<file path="src/rtl/router_pkg.sv">
// Shared constants, state encoding and header helper for the router packet transmitter.
package router_pkg;

    localparam int DATA_W  = 8;
    localparam int ADDR_W  = 2;
    localparam int CNT_W   = DATA_W - ADDR_W;
    localparam int MAX_LEN = (1 << CNT_W) - 1;

    localparam logic [ADDR_W-1:0] ADDR_INVALID = 2'b11;

    typedef enum logic [1:0] {
        IDLE = 2'd0,
        HDR  = 2'd1,
        PLD  = 2'd2,
        PAR  = 2'd3
    } tx_state_t;

    // Header layout: payload length in the upper bits, destination port in the lower bits.
    function automatic logic [DATA_W-1:0] build_header(input logic [CNT_W-1:0]  len,
                                                       input logic [ADDR_W-1:0] addr);
        return {len, addr};
    endfunction

endpackage

</file>
<file path="src/rtl/router_tx_buf.sv">
// Payload register file for router_pkt_tx: write counter doubles as write pointer,
// combinational read at the transmitter's read pointer.
module router_tx_buf
    import router_pkg::*;
(
    input  logic              clock,
    input  logic              resetn,
    input  logic              wr_en,
    input  logic [DATA_W-1:0] wr_data,
    input  logic              clr,
    input  logic [CNT_W-1:0]  rd_ptr,
    output logic [DATA_W-1:0] rd_data,
    output logic [CNT_W-1:0]  count,
    output logic              full
);

    logic [DATA_W-1:0] mem [MAX_LEN];
    logic              push;

    assign full = (count == CNT_W'(MAX_LEN));
    assign push = wr_en && !full;

    always_ff @(posedge clock or negedge resetn) begin
        if (!resetn) begin
            count <= '0;
        end else if (clr) begin
            count <= '0;
        end else if (push) begin
            count <= count + CNT_W'(1);
        end
    end

    // Contents need no reset; only entries below count are ever read.
    always_ff @(posedge clock) begin
        if (push) begin
            mem[count] <= wr_data;
        end
    end

    assign rd_data = mem[rd_ptr];

endmodule

</file>
<file path="src/rtl/router_pkt_tx.sv">
// Packet source for the 1x3 router: header, buffered payload, then parity, stalling on busy.
// Optional build macro ROUTER_TX_ERR_INJECT_EN adds err_inject to send inverted parity.
//
// state | meaning
// IDLE  | waiting for start; payload buffer writable
// HDR   | header byte on data_out
// PLD   | payload byte on data_out
// PAR   | parity byte on data_out, pkt_valid low
module router_pkt_tx
    import router_pkg::*;
(
    input  logic              clock,
    input  logic              resetn,
    input  logic              wr_en,
    input  logic [DATA_W-1:0] wr_data,
    output logic [CNT_W-1:0]  buf_count,
    output logic              buf_full,
    input  logic              start,
    input  logic [ADDR_W-1:0] addr,
`ifdef ROUTER_TX_ERR_INJECT_EN
    input  logic              err_inject,
`endif
    output logic              tx_busy,
    output logic              done,
    output logic              cmd_err,
    input  logic              busy,
    output logic              pkt_valid,
    output logic [DATA_W-1:0] data_out
);

    tx_state_t         state, state_nxt;
    logic [DATA_W-1:0] data_nxt;
    logic              pkt_valid_nxt;
    logic [DATA_W-1:0] parity, parity_nxt;
    logic [CNT_W-1:0]  rd_ptr, rd_ptr_nxt;
    logic [CNT_W-1:0]  len, len_nxt;
    logic              inj, inj_nxt;
    logic              done_nxt;
    logic              cmd_err_nxt;
    logic              buf_wr;
    logic              buf_clr;
    logic [DATA_W-1:0] buf_rd_data;
    logic [DATA_W-1:0] header;

    // A start in the same cycle as wr_en takes priority; the write is dropped.
    assign buf_wr  = wr_en && (state == IDLE) && !start;
    assign tx_busy = (state != IDLE);
    assign header  = build_header(buf_count, addr);

    router_tx_buf u_buf (
        .clock   (clock),
        .resetn  (resetn),
        .wr_en   (buf_wr),
        .wr_data (wr_data),
        .clr     (buf_clr),
        .rd_ptr  (rd_ptr),
        .rd_data (buf_rd_data),
        .count   (buf_count),
        .full    (buf_full)
    );

    always_ff @(posedge clock or negedge resetn) begin
        if (!resetn) begin
            state     <= IDLE;
            data_out  <= '0;
            pkt_valid <= 1'b0;
            parity    <= '0;
            rd_ptr    <= '0;
            len       <= '0;
            inj       <= 1'b0;
            done      <= 1'b0;
            cmd_err   <= 1'b0;
        end else begin
            state     <= state_nxt;
            data_out  <= data_nxt;
            pkt_valid <= pkt_valid_nxt;
            parity    <= parity_nxt;
            rd_ptr    <= rd_ptr_nxt;
            len       <= len_nxt;
            inj       <= inj_nxt;
            done      <= done_nxt;
            cmd_err   <= cmd_err_nxt;
        end
    end

    always_comb begin
        state_nxt     = state;
        data_nxt      = data_out;
        pkt_valid_nxt = pkt_valid;
        parity_nxt    = parity;
        rd_ptr_nxt    = rd_ptr;
        len_nxt       = len;
        inj_nxt       = inj;
        done_nxt      = 1'b0;
        cmd_err_nxt   = 1'b0;
        buf_clr       = 1'b0;

        case (state)
            IDLE: begin
                if (start) begin
                    if ((buf_count == '0) || (addr == ADDR_INVALID)) begin
                        cmd_err_nxt = 1'b1;
                    end else begin
                        data_nxt      = header;
                        pkt_valid_nxt = 1'b1;
                        parity_nxt    = header;
                        rd_ptr_nxt    = '0;
                        len_nxt       = buf_count;
`ifdef ROUTER_TX_ERR_INJECT_EN
                        inj_nxt       = err_inject;
`else
                        inj_nxt       = 1'b0;
`endif
                        state_nxt     = HDR;
                    end
                end
            end
            HDR, PLD: begin
                if (!busy) begin
                    if (rd_ptr != len) begin
                        data_nxt   = buf_rd_data;
                        parity_nxt = parity ^ buf_rd_data;
                        rd_ptr_nxt = rd_ptr + CNT_W'(1);
                        state_nxt  = PLD;
                    end else begin
                        data_nxt      = inj ? ~parity : parity;
                        pkt_valid_nxt = 1'b0;
                        state_nxt     = PAR;
                    end
                end
            end
            PAR: begin
                if (!busy) begin
                    data_nxt  = '0;
                    buf_clr   = 1'b1;
                    done_nxt  = 1'b1;
                    state_nxt = IDLE;
                end
            end
            default: begin
                state_nxt = IDLE;
            end
        endcase
    end

endmodule

</file>
<file path="config.mk">
export PLATFORM = sky130hd
export DESIGN_NAME = router_pkt_tx
export DESIGN_NICKNAME = d
export VERILOG_FILES = /design/src/rtl/router_pkg.sv /design/src/rtl/router_tx_buf.sv /design/src/rtl/router_pkt_tx.sv
export SDC_FILE = /design/constraint.sdc
export NUM_CORES = 1
export LEC_CHECK = 0
export ABC_AREA = 0
export CELL_PAD_IN_SITES_DETAIL_PLACEMENT = 1
export CELL_PAD_IN_SITES_GLOBAL_PLACEMENT = 2
export CORE_MARGIN = 4
export CORE_UTILIZATION = 44
export CTS_CLUSTER_SIZE = 25
export DETAILED_ROUTE_END_ITERATION = 12
export PLACE_DENSITY = 0.88
export RECOVER_POWER = 25
export SLEW_MARGIN = 20
export SYNTH_ARGS = -nofsm -noshare
export SYNTH_HDL_FRONTEND = slang
export SYNTH_SLANG_ARGS = --single-unit
</file>
<file path="constraint.sdc">
create_clock -name clock -period 2.75 [get_ports clock]
set_input_delay 0.55 -clock clock [delete_from_list [all_inputs] [get_ports clock]]
set_output_delay 0.55 -clock clock [all_outputs]
set_load 0.02 [all_outputs]
</file>
==> impl_metrics.toml <==
[global_route]
grt_pass1_wl_mm = 90.0
grt_pass1_vias = 13300
grt_usage = 0.227
overflow = 0
grt_max_degree = 64
antenna_found_initial = 0

[floorplan]
die_w_um = 232
dieHeight_um = 232
fp.coreArea_um2 = 49300
start_util = 0.447
dieArea_um2 = 53700
ios = 34
core.rowCount = 81

[yosys]
yosysWarnings = 0
ys_seq_area_frac = 0.732
syn_area_per_cell_um2 = 18.4
synth_nets = 1219
ys_seq_elements = 543
netlist_area_um2 = 22000
synthDistinctLibCells = 61
synth_cells = 1198
synth_ff_type = "edfxtp_1"
synth-edff-count = 504
async_flop_share = 0.0718

[cells_and_area]
final_common_cell = "edfxtp_1"
area.growth.synth_to_final_pct = 17.0
n_fill_cell = 4559
final_cell_mix = "edfxtp_1, buf_4, nor2_1"
nNetsFinal = 1408
n_antenna_cell = 0
fin_area_um2 = 25800
final_layout_size_suffix_gt1_frac = 0.271

[hold_path]
hp-class = "flip-flop to flip-flop"

[critical_path]
cpPeakStageDelay_ps = 580
critPathMostFrequentCell = "a22oi_2"
worstSetupPathType = "flip-flop to flip-flop"
arrival_ps = 3250
cp_data_required_time_ps = 3230
end_kind = "flip-flop"
cpMaxStageDelayCell = "mux4_2"
path_max_fanout = 12
start_kind = "flip-flop"
cp_cell_sequence = "buf_16 > buf_4 > buf_6 > mux4_2 > a22oi_2 > o21ai_1 > a22oi_2 > a31o_2 > a21oi_1"

[clock_tree]
clk_latency_ps = 620
cts_sinks = 543
htree_levels = 2
cts_tree = "yes"
cts_root_buf = "clkbuf_16"
clk_pin_slew_ps = 70
clockBufferDepth = 3
cts_buffers = 51

[place]
pre_cts_slack_ps = -88.5
port_buffers = 33
place_congestion = 0.839
dpl.hpwl_mm = 39.8
place_area_um2 = 24100

[timing]
fin_crit_ps = 2770
min_period_over_period = 1.01
hold_viol = 0
skew_ps = 25.8
slew_viol_final = 29
timing.slew.headroom = -0.123
fmax_mhz = 361
worstMarginPinSlew_ps = 1680
timing.final.ws_setup_ps = -18.9
final-setup-viol-count = 1

[drt]
route.met2.wl_mm = 29.1
post_drt_wl_per_cell_um = 29.2
first_iter_violations = 1365
via_per_inst = 6.03
routed_wirelength_mm = 60.9
met1_length_mm = 25.1
wl_met3_mm = 4.50
num_vias = 12600
highest_layer = "met4"
first_pass_iters = 7
ant_nets = 0
drc = 0

[flow_run]
maxCapViolations = 1

[pwr]
ir_worst_vdd_mv = 0.456
p_leak_nw = 8.62
power_density_nw_per_um2 = 940

[outcome]
violations = "max-capacitance violations, max-slew violations, negative setup slack"
status = "complete, but fails checks"
-- cell usage after synthesis (6+ instances only) --
library cell	count	area (µm²)
mux2i_1	42	420
o22ai_1	12	75.1
nand2b_1	7	43.8
buf_2	14	70.1
a22oi_1	28	210
buf_4	6	45.0
a22o_1	6	52.6
edfxtp_1	504	15100
nand3_1	32	160
o21ai_0	23	115
buf_6	8	90.1
dfrtp_1	39	976
mux4_2	93	2090
a21oi_1	30	150
inv_1	18	67.6
mux2_2	30	338
xor2_1	7	61.3
nand2_1	46	173
nor2b_1	12	75.1
clkbuf_1	22	82.6
mux4_1	11	289
buf_8	6	90.1
o221ai_1	6	52.6
nor2_1	99	372
ha_1	6	75.1
-- path summary, 6_finish.rpt --
path	slack, ps	cells past startpoint	from	endpoint
min reg2reg	510	2	len[1]	len[1]
min	510	2	len[1]	len[1]
max in group asynchronous	920	2	resetn	rd_ptr[1]
max	-20	9	rd_ptr[0]	data_out[4]
min in group asynchronous	810	2	resetn	done
max reg2reg	-20	9	rd_ptr[0]	data_out[4]
-- kinds of logic after synthesis --
kind of cell             Yosys count  share of synthesized area
flip-flops                       543                      0.732
AO/OA/AOI/OAI                    152                     0.0479
buffers and inverters             83                     0.0232
adder cells (fa/ha/maj)            6                    0.00341
XOR/XNOR                          12                    0.00477
multiplexers                     176                      0.143
AND/OR/NAND/NOR                  226                     0.0464
-- report_power, final --
| part | leakage (nW) | total (W) | internal, W | switching [W] |
|---|---|---|---|---|
| clock | 0.777 | 0.00687 | 0.00388 | 0.00299 |
| sequential | 5.02 | 0.00968 | 0.00930 | 0.000376 |
| combinational | 2.82 | 0.00770 | 0.00325 | 0.00444 |
| total | 8.62 | 0.0242 | 0.0164 | 0.00781 |
-- registers in the layout (all words and copies together) (netlist names) --
register,flops
u_buf.count,6
cmd_err,1
rd_ptr,6
u_buf.mem,504
done,1
parity,8
len,6
pkt_valid,1
data_out,8
state,2
-- layout make-up --
| cell class | count | area (µm²) | area share |
|---|---|---|---|
| clock inverter | 28 | 274 | 0.0106 |
| tap | 664 | 831 | 0.0322 |
| sequential | 543 | 16100 | 0.625 |
| timing repair buffer | 198 | 1660 | 0.0643 |
| clock buffer | 63 | 1320 | 0.0513 |
| multi-input combinational | 572 | 5490 | 0.213 |
| inverter | 21 | 80.1 | 0.00311 |
-- routing by layer --
metal,track usage,vias up
met5,0,-
li1,-,5200
met2,0.363,568
met4,0.0790,0
met3,0.0438,135
met1,0.314,6684
-- repair_timing --
item,CTS,global route
hold buffers,1,0
pin swaps,0,1
resized for setup,7,14
hold endpoints to repair,22,0
setup endpoints to repair,8,15
setup buffers,0,2
cloned,0,2
-- critical path, delay by kind of cell, from the launching register on --
family / cells / cell delay, ps
AOI/OAI and AO/OA: 5 / 1010
buffers and inverters: 3 / 560
DFF: 1 / 490
muxes: 1 / 580
-- per-stage QoR --
| step | TNS (ps) | hold slack, ps | total power, W | util | instances |
|---|---|---|---|---|---|
| after floorplan | 0 | 254 | 0.0142 | - | 1198 |
| after global placement | -3.80 | 483 | 0.0168 | 0.489 | 1993 |
| after detailed placement | -246 | 494 | 0.0170 | 0.489 | 1993 |
| after CTS | -31.1 | 434 | 0.0240 | 0.522 | 2085 |
| after global routing | -59.4 | 540 | 0.0252 | 0.523 | 2089 |
| final | -18.9 | 510 | 0.0242 | 0.523 | 2089 |
(Power assumes the default switching activity.)
